### src/rtl/bus_cs_ready_ctrl_pkg.sv
// Shared types and default region map for the 8088 bus address latch,
// chip-select decoder and wait-state generator.
package bus_dec_pkg;

  typedef enum logic [1:0] {
    IDLE = 2'd0,
    ADDR = 2'd1,
    WAIT = 2'd2,
    DONE = 2'd3
  } bus_state_t;

  localparam int DEF_ADDR_W = 20;
  localparam int DEF_NUM_CS = 4;
  localparam int DEF_WAIT_W = 3;

  // Region 0 sits in the least significant slice of each packed constant.
  localparam logic [DEF_NUM_CS*DEF_ADDR_W-1:0] DEF_REGION_BASE =
    {20'h01C00, 20'h0FF00, 20'h80000, 20'h00000};
  localparam logic [DEF_NUM_CS*DEF_ADDR_W-1:0] DEF_REGION_MASK =
    {20'h0FE00, 20'h0FFF0, 20'h80000, 20'h80000};
  localparam logic [DEF_NUM_CS-1:0] DEF_REGION_IOM = 4'b1100;
  localparam logic [DEF_NUM_CS*DEF_WAIT_W-1:0] DEF_REGION_WAIT =
    {3'd3, 3'd1, 3'd2, 3'd0};

  // RD and WR are active-low; both low together is still one access.
  function automatic logic is_strobe(input logic rd_n, input logic wr_n);
    return ~rd_n | ~wr_n;
  endfunction

endpackage

### src/rtl/bus_cs_ready_ctrl_if.sv
// Processor-side bus bundle: the CPU (master) drives the latch/strobe lines,
// the controller (slave) returns the latched address, chip selects and READY.
interface bus_cs_ready_ctrl_if
  import bus_dec_pkg::*;
#(
  parameter int ADDR_W = DEF_ADDR_W,
  parameter int NUM_CS = DEF_NUM_CS
);
  logic              ALE;
  logic              IOM;
  logic              RD;
  logic              WR;
  logic [ADDR_W-1:0] BusAddr;
  logic [ADDR_W-1:0] Address;
  logic [NUM_CS-1:0] CS;
  logic              READY;
  logic              Miss;

  modport master (
    output ALE, IOM, RD, WR, BusAddr,
    input  Address, CS, READY, Miss
  );

  modport slave (
    input  ALE, IOM, RD, WR, BusAddr,
    output Address, CS, READY, Miss
  );
endinterface

### src/rtl/bus_cs_ready_ctrl_wait_timer.sv
// Wait-state down counter: loaded with a non-zero count, decremented on
// request, and flags the final wait cycle when it holds 1.
module wait_timer
  import bus_dec_pkg::*;
#(
  parameter int WAIT_W = DEF_WAIT_W
) (
  input  logic              clk,
  input  logic              srst,
  input  logic              i_load,
  input  logic [WAIT_W-1:0] i_count,
  input  logic              i_dec,
  output logic              o_last
);

  logic [WAIT_W-1:0] r_count;

  // Only ever loaded with N>0, and the zero guard keeps it from wrapping.
  always_ff @(posedge clk) begin
    if (srst) begin
      r_count <= '0;
    end else if (i_load) begin
      r_count <= i_count;
    end else if (i_dec && (r_count != '0)) begin
      r_count <= r_count - 1'b1;
    end
  end

  assign o_last = (r_count == WAIT_W'(1));

endmodule

### src/rtl/bus_cs_ready_ctrl.sv
// Registered 8088 address latch with programmable region decode, one-hot
// chip selects, per-region wait-state READY stretching and a miss pulse.
module bus_cs_ready_ctrl
  import bus_dec_pkg::*;
#(
  parameter int                          ADDR_W      = DEF_ADDR_W,
  parameter int                          NUM_CS      = DEF_NUM_CS,
  parameter int                          WAIT_W      = DEF_WAIT_W,
  parameter logic [NUM_CS*ADDR_W-1:0]    REGION_BASE = DEF_REGION_BASE,
  parameter logic [NUM_CS*ADDR_W-1:0]    REGION_MASK = DEF_REGION_MASK,
  parameter logic [NUM_CS-1:0]           REGION_IOM  = DEF_REGION_IOM,
  parameter logic [NUM_CS*WAIT_W-1:0]    REGION_WAIT = DEF_REGION_WAIT
) (
  input  logic                 CLK,
  input  logic                 RESET,
  bus_cs_ready_ctrl_if.slave   bus
);

  logic [ADDR_W-1:0] r_addr;
  logic              r_iom;
  logic              r_cap_pend;
  logic [NUM_CS-1:0] r_cs;
  bus_state_t        r_state;
  logic              r_ready;
  logic              r_miss;

  logic              w_strobe;
  logic [NUM_CS-1:0] w_region_hit;
  logic [NUM_CS-1:0] w_cs_dec;
  logic              w_hit;
  logic [WAIT_W-1:0] w_wait;
  logic              w_accept;
  logic              w_load;
  logic              w_dec;
  logic              w_last;

  assign w_strobe = is_strobe(bus.RD, bus.WR);

  generate
    for (genvar gi = 0; gi < NUM_CS; gi++) begin : g_region
      assign w_region_hit[gi] =
        (((r_addr ^ REGION_BASE[gi*ADDR_W +: ADDR_W]) & REGION_MASK[gi*ADDR_W +: ADDR_W]) == '0)
        && (r_iom == REGION_IOM[gi]);
    end
  endgenerate

  // Scan from the top so the lowest-index hit overwrites the others.
  always_comb begin
    w_cs_dec = '0;
    w_hit    = 1'b0;
    w_wait   = '0;
    for (int i = NUM_CS - 1; i >= 0; i--) begin
      if (w_region_hit[i]) begin
        w_cs_dec    = '0;
        w_cs_dec[i] = 1'b1;
        w_hit       = 1'b1;
        w_wait      = REGION_WAIT[i*WAIT_W +: WAIT_W];
      end
    end
  end

  assign w_accept = (r_state == ADDR) && !bus.ALE && w_strobe;
  assign w_load   = w_accept && w_hit && (w_wait != '0);
  assign w_dec    = (r_state == WAIT) && !bus.ALE;

  wait_timer #(
    .WAIT_W (WAIT_W)
  ) u_wait_timer (
    .clk     (CLK),
    .srst    (RESET),
    .i_load  (w_load),
    .i_count (w_wait),
    .i_dec   (w_dec),
    .o_last  (w_last)
  );

  // CS follows a capture by one edge and then holds until the next ALE.
  always_ff @(posedge CLK) begin
    if (RESET) begin
      r_addr     <= '0;
      r_iom      <= 1'b0;
      r_cap_pend <= 1'b0;
      r_cs       <= '0;
    end else begin
      r_cap_pend <= bus.ALE;
      if (bus.ALE) begin
        r_addr <= bus.BusAddr;
        r_iom  <= bus.IOM;
      end
      if (r_cap_pend) begin
        r_cs <= w_cs_dec;
      end
    end
  end

  always_ff @(posedge CLK) begin
    if (RESET) begin
      r_state <= IDLE;
      r_ready <= 1'b1;
      r_miss  <= 1'b0;
    end else begin
      r_miss <= 1'b0;
      if (bus.ALE) begin
        r_state <= ADDR;
        r_ready <= 1'b1;
      end else begin
        case (r_state)
          IDLE: begin
            r_ready <= 1'b1;
          end
          ADDR: begin
            if (w_strobe) begin
              if (!w_hit) begin
                r_miss  <= 1'b1;
                r_state <= DONE;
              end else if (w_wait == '0) begin
                r_state <= DONE;
              end else begin
                r_state <= WAIT;
                r_ready <= 1'b0;
              end
            end
          end
          WAIT: begin
            if (w_last) begin
              r_state <= DONE;
              r_ready <= 1'b1;
            end
          end
          DONE: begin
            if (!w_strobe) begin
              r_state <= IDLE;
            end
          end
          default: begin
            r_state <= IDLE;
            r_ready <= 1'b1;
          end
        endcase
      end
    end
  end

  assign bus.Address = r_addr;
  assign bus.CS      = r_cs;
  assign bus.READY   = r_ready;
  assign bus.Miss    = r_miss;

endmodule
### src/flat_wrapper.sv
// flat-port wrapper written by rule: the top's interface ports become plain ports
module bus_cs_ready_ctrl_flat import bus_dec_pkg::*;
#(
  parameter int                          ADDR_W      = DEF_ADDR_W,
  parameter int                          NUM_CS      = DEF_NUM_CS,
  parameter int                          WAIT_W      = DEF_WAIT_W,
  parameter logic [NUM_CS*ADDR_W-1:0]    REGION_BASE = DEF_REGION_BASE,
  parameter logic [NUM_CS*ADDR_W-1:0]    REGION_MASK = DEF_REGION_MASK,
  parameter logic [NUM_CS-1:0]           REGION_IOM  = DEF_REGION_IOM,
  parameter logic [NUM_CS*WAIT_W-1:0]    REGION_WAIT = DEF_REGION_WAIT
)
  (CLK, RESET, bus_ALE, bus_IOM, bus_RD, bus_WR, bus_BusAddr, bus_Address, bus_CS, bus_READY, bus_Miss);
  bus_cs_ready_ctrl_if #(.ADDR_W(ADDR_W), .NUM_CS(NUM_CS)) bus_i ();
  input  logic CLK;
  input  logic RESET;
  input wire logic [$bits(bus_i.ALE)-1:0] bus_ALE;
  input wire logic [$bits(bus_i.IOM)-1:0] bus_IOM;
  input wire logic [$bits(bus_i.RD)-1:0] bus_RD;
  input wire logic [$bits(bus_i.WR)-1:0] bus_WR;
  input wire logic [$bits(bus_i.BusAddr)-1:0] bus_BusAddr;
  output wire logic [$bits(bus_i.Address)-1:0] bus_Address;
  output wire logic [$bits(bus_i.CS)-1:0] bus_CS;
  output wire logic [$bits(bus_i.READY)-1:0] bus_READY;
  output wire logic [$bits(bus_i.Miss)-1:0] bus_Miss;
  assign bus_i.ALE = bus_ALE;
  assign bus_i.IOM = bus_IOM;
  assign bus_i.RD = bus_RD;
  assign bus_i.WR = bus_WR;
  assign bus_i.BusAddr = bus_BusAddr;
  assign bus_Address = bus_i.Address;
  assign bus_CS = bus_i.CS;
  assign bus_READY = bus_i.READY;
  assign bus_Miss = bus_i.Miss;
  bus_cs_ready_ctrl #(.ADDR_W(ADDR_W), .NUM_CS(NUM_CS), .WAIT_W(WAIT_W), .REGION_BASE(REGION_BASE), .REGION_MASK(REGION_MASK), .REGION_IOM(REGION_IOM), .REGION_WAIT(REGION_WAIT)) u_core (.CLK(CLK), .RESET(RESET), .bus(bus_i));
endmodule
### config.mk
export PLATFORM = sky130hd
export DESIGN_NAME = bus_cs_ready_ctrl_flat
export DESIGN_NICKNAME = d
export VERILOG_FILES = /design/src/rtl/bus_cs_ready_ctrl_pkg.sv /design/src/rtl/bus_cs_ready_ctrl_if.sv /design/src/rtl/bus_cs_ready_ctrl_wait_timer.sv /design/src/rtl/bus_cs_ready_ctrl.sv /design/src/flat_wrapper.sv
export SDC_FILE = /design/constraint.sdc
export NUM_CORES = 1
export LEC_CHECK = 0
export ABC_AREA = 1
export BUFFER_PORTS_ARGS = -buffer_cell sky130_fd_sc_hd__clkbuf_2
export CAP_MARGIN = 10
export CORE_MARGIN = 2
export CORE_UTILIZATION = 55
export CTS_BUF_LIST = sky130_fd_sc_hd__clkbuf_2
export CTS_CLUSTER_SIZE = 24
export DETAILED_ROUTE_END_ITERATION = 10
export PLACE_DENSITY = 0.95
export REMOVE_ABC_BUFFERS = 1
export SLEW_MARGIN = 20
export SYNTH_ARGS = -nofsm -noshare
export SYNTH_HDL_FRONTEND = slang
export SYNTH_HIERARCHICAL = 1
export SYNTH_SLANG_ARGS = --single-unit
### constraint.sdc
create_clock -name CLK -period 3.1 [get_ports CLK]
set_input_delay 0.465 -clock CLK [delete_from_list [all_inputs] [get_ports CLK]]
set_output_delay 0.465 -clock CLK [all_outputs]
set_load 0.005 [all_outputs]
Word level (Yosys, flattened, before mapping). Index checks and enable logic that the tools add are counted.

Input bits: 26. Output and inout port bits: 26. Bits in registers: 33.

Reductions and logical operators: 28. $add $sub $neg: 1. Bitwise operators: 9. Multiplexer cells: 27. Equality and inequality tests: 12.

Operators with widths (number): $logic_not 20->1 (4); $mux 2 (8); $mux 4 (4); $reduce_bool 3->1 (4); $mux 1 (11); $logic_and 1x1->1 (10); $not 8->8 (1); $reduce_and 4->1 (2); $mux 3 (2); $ne 2x2->1 const B (3); $ne 3x3->1 const B (2); $not 1->1 (6); $pmux 2 s3 (1); $reduce_and 5->1 (1); $eq 2x2->1 const B (2); $ne 2x1->1 const B (2); $reduce_bool 4->1 (1); $reduce_or 4->1 (1); $eq 3x1->1 const B (1); $logic_not 3->1 (1); $ne 3x2->1 const B (1); $not 3->3 (1); $pmux 1 s3 (1); $sub 3x1->3 const B (1); 6 further kinds (6).

Depth between registers and ports, before layout.
Depth in word-level cells: 13. Mapped depth: 12. Mapped depth without buffers: 12.

Modules after synthesis. Netlist, hierarchy kept.

By module, submodules not included: bus_cs_ready_ctrl (cells each 146, area an instance 1239.9 um^2, times used 1); wait_timer (cells each 34, area an instance 231.5 um^2, times used 1).

Least setup slack after synthesis. No wires, ideal clock.

Path type: reg-to-reg. Start point: register u_core.r_state[1]. End point: register u_core.u_wait_timer.r_count[2]. Required time: 2.984 ns. Cell stages (with the launch flop): 12. Path slack: 1.599 ns. Arrival: 1.385 ns. Setup time: 0.116 ns. Cell sequence: dfxtp_1 inv_1 ha_1 inv_1 nor2_1 nand2_1 nor2_1 inv_2 nand3_1 nand2_1 nand2_1 a21oi_1.

Word-level cells in the longest chain between the ends: 6. Elaborated cells on any way between the ends: 10. Those cells by class: 2 x eq/ne; 1 x mux; 7 x reduce/logical.

RTL lines: start, declared (line bus_cs_ready_ctrl.sv:23) `bus_state_t r_state;`; start signal, assigned (line bus_cs_ready_ctrl.sv:98) `r_state <= IDLE;`; start signal, assigned (line bus_cs_ready_ctrl.sv:104) `r_state <= ADDR;`; start signal, assigned (line bus_cs_ready_ctrl.sv:115) `r_state <= DONE;`; $eq 2x1->1 * (line bus_cs_ready_ctrl.sv:62) `assign w_accept = (r_state == ADDR) && !bus.ALE && w_strobe;`; $logic_and 1x1->1 * (2 in a row) (line bus_cs_ready_ctrl.sv:62); $logic_and 1x1->1 * (2 in a row) (line bus_cs_ready_ctrl.sv:63) `assign w_load = w_accept && w_hit && (w_wait != '0);`; via u_core.w_load (line bus_cs_ready_ctrl.sv:33) `logic w_load;`; $mux 3 / $reduce_bool 2->1 (equally long branches); end signal, assigned (line bus_cs_ready_ctrl_wait_timer.sv:23) `r_count <= i_count;`; end signal, assigned (line bus_cs_ready_ctrl_wait_timer.sv:25) `r_count <= r_count - 1'b1;`; end, declared (line bus_cs_ready_ctrl_wait_timer.sv:16) `logic [WAIT_W-1:0] r_count;`.

Mark *: on every way through the listed nets, which the timed path passes. The rest lies on a longest branch. A chain may end at the register's enable or synchronous reset.

Final worst setup path. Ends and elaborated chain as after synthesis.

==> results.yml <==
worst_setup_path:
  cpMostUsedCell: "nand2_1"
  critPathRequiredTime_ps: 3410
  end_kind: "flop"
  crit_slowest_cell: "dfxtp_1"
  crit_type: "flop to flop"
  path_buf_inv: 3
  critPathLaunchType: "flop"
  crit_chain: "inv_1 > ha_1 > inv_1 > nor2_1 > nand2_1 > nor2_1 > inv_2 > nand3_1 > nand2_1 > nand2_1 > a21oi_1"
  worstPathArrival_ps: 2040
  cp_top_family: "simple AND/OR/NAND/NOR gates"
  max_stage_delay_ps: 400
  critPathMaxFanout: 6
global_route:
  grt_pass1_vias: 1356
  antenna_found_initial: 0
  grt_overflow: 0
  grt_max_degree: 23
  grt_use_total: 0.232
  grt_pass1_wl_mm: 5.61
cts:
  clk_path_buf_depth: 2
  clock-sinks: 33
  post_cts_buffers: 0
  cts_inserted_buffers: 5
  root_buffer: "clkbuf_2"
  cts_tree: "built"
  htreeDepth: 2
  cts_hold_buf: 0
  clk_latency_ps: 390
  clkTransAtPathRegs_ps: 190
  cts_resized: 0
synthesis:
  ys_ff_latch: 33
  avgSynthCellArea_sq_um: 8.17
  synth_area_leaders: "dfxtp_1, nand2_1, a22o_1, ha_1, inv_1"
  yosysWarnings: 6
  synth_top_area_frac: 0.449
  synth_top_cell_by_area: "dfxtp_1"
  synth.distinct_cells: 21
  ys_seq_area_frac: 0.449
  post_synth_inst_count: 180
  synth_area_sq_mm: 0.00147
timing:
  hold_violations: 0
  min_period_ps: 1740
  maxSlewHeadroom: 0.659
  setup_viol: 0
  max_freq_ghz: 0.576
  rsz0062_at_grt: "no"
  slew_viol_final: 0
  worstMarginPinSlew_ps: 510
  fin_ws_ps: 1360
  tns_ps: 0
  min_period_over_period: 0.560
  skew_ps: 22.9
place:
  gp_congestion: 0.816
  dp_hpwl_mm: 2.42
  port_buffers: 51
  pre_cts_ws_ps: 1380
final_layout:
  fillers: 199
  antenna_cells: 0
  final_common_cell: "clkbuf_2"
  syn_to_final_growth_pct: 23.0
  layout-drive-gt1-share: 0.314
  final_cell_mix: "clkbuf_2, nand2_1, dfxtp_1"
  nNetsFinal: 269
  fin_util: 0.724
detailed_routing:
  viasPerCell: 5.02
  drt_iter0_markers: 42
  vias: 1335
  routedWlPerCell_microns: 12.2
  wirelength_mm: 3.24
  postRouteAntennaNets: 0
  first_pass_iters: 4
  drc: 0
job:
  drv_cap: 0
power_and_ir_drop:
  seqPwrFrac: 0.529
  vdd_drop_max_v: 0.000554
  clockPowerShare: 0.333
  switching_share: 0.276
  power.internal_w: 0.000642
  power_frac_comb: 0.138
  power_density_mw_per_mm2: 490
  p_leak_nw: 0.929
  p_sw_w: 0.000244
floorplan:
  io_pins: 52
  rows: 18
  fp.dieArea_sq_mm: 0.00311
  die_h_microns: 55.7
  start_util: 0.589
  die_w_microns: 55.7
  core_sq_mm: 0.00250
min_path:
  hold_class: "input pin to flop"
status:
  status: "finished, final reports clean"
==> registers in the layout, summed over array words and instances, names as in the netlist <==
name / flops
u_core/bus.Address: 20
u_core/bus.CS: 4
u_core/u_wait_timer/r_count: 3
u_core/r_state: 2
u_core/bus.Miss: 1
u_core/bus.READY: 1
u_core/r_cap_pend: 1
u_core/r_iom: 1
==> per-layer routing <==
metal	wire length (microns)	vias to the layer above	global-route usage
met5	0	-	0
met4	41	0	0.108
met3	225	7	0.0907
met2	1680	45	0.408
met1	1300	594	0.239
li1	-	689	-
==> synthesized netlist by cell type (all sizes together) <==
master  count
a21oi      11
a22o       14
buf         3
conb        1
dfxtp      33
ha          8
inv        28
nand2      38
nand3      10
nand4       1
nor2       18
o21ai      15
==> per-stage QoR <==
step / area [sq um] / hold slack, ps / total power (W) / instances
2_1_floorplan: 1450 / 441 / 0.000545 / 177
3_3_place_gp: 1740 / 454 / 0.000594 / 258
3_5_place_dp: 1740 / 461 / 0.000599 / 258
4_1_cts: 1810 / 256 / 0.000890 / 266
5_1_grt: 1810 / 226 / 0.000936 / 266
6_report: 1810 / 265 / 0.000886 / 266
==> power by group through the flow <==
stage / clock (W) / combinational [W] / sequential [W]
6_report: 0.000295 / 0.000122 / 0.000469
4_1_cts: 0.000299 / 0.000122 / 0.000469
3_3_place_gp: 0 / 0.000117 / 0.000476
5_1_grt: 0.000323 / 0.000139 / 0.000474
3_5_place_dp: 0 / 0.000122 / 0.000478
2_1_floorplan: 0 / 0.0000688 / 0.000476
==> area by class of cell <==
class	count	area, sq um	share of cell area
multi-input combinational	116	679	0.376
sequential	33	661	0.365
timing repair buffer	51	255	0.141
inverter	28	105	0.0581
clock inverter	3	46.3	0.0256
tap	30	37.5	0.0207
clock buffer	5	25.0	0.0138
==> logic make-up (layout without fill, tap and decap cells) <==
family                     Yosys count  after routing  share of synthesized area
buffers and inverters               31             87                     0.0893
AOI/OAI and AO/OA                   40             40                      0.174
DFF                                 33             33                      0.449
other                                1              1                    0.00255
adders and majority gates            8              8                     0.0680
and+or+nand+nor                     67             67                      0.217
==> path summary, 6_finish.rpt <==
check / startpoint / to / slack, ps / cells past startpoint
worst max-delay path: u_core/r_state[1]$_SDFFE_PP0P_ / u_core/u_wait_timer/r_count[2]$_SDFFE_PP0P_ / 1360 / 11
worst min register to register: u_core/bus.READY$_SDFFE_PP1P_ / u_core/bus.READY$_SDFFE_PP1P_ / 480 / 2
worst max register to register: u_core/r_state[1]$_SDFFE_PP0P_ / u_core/u_wait_timer/r_count[2]$_SDFFE_PP0P_ / 1360 / 11
worst min-delay path: bus_BusAddr[19] / u_core/bus.Address[19]$_SDFFE_PP0P_ / 260 / 3
==> worst min-delay path, delay by kind of cell <==
| family | cells | cell delay, ps |
|---|---|---|
| AND/OR/NAND/NOR | 1 | 40 |
| buffers and inverters | 1 | 70 |
| AO/OA/AOI/OAI | 1 | 50 |
Note: power is estimated with default switching activity, not from simulation.
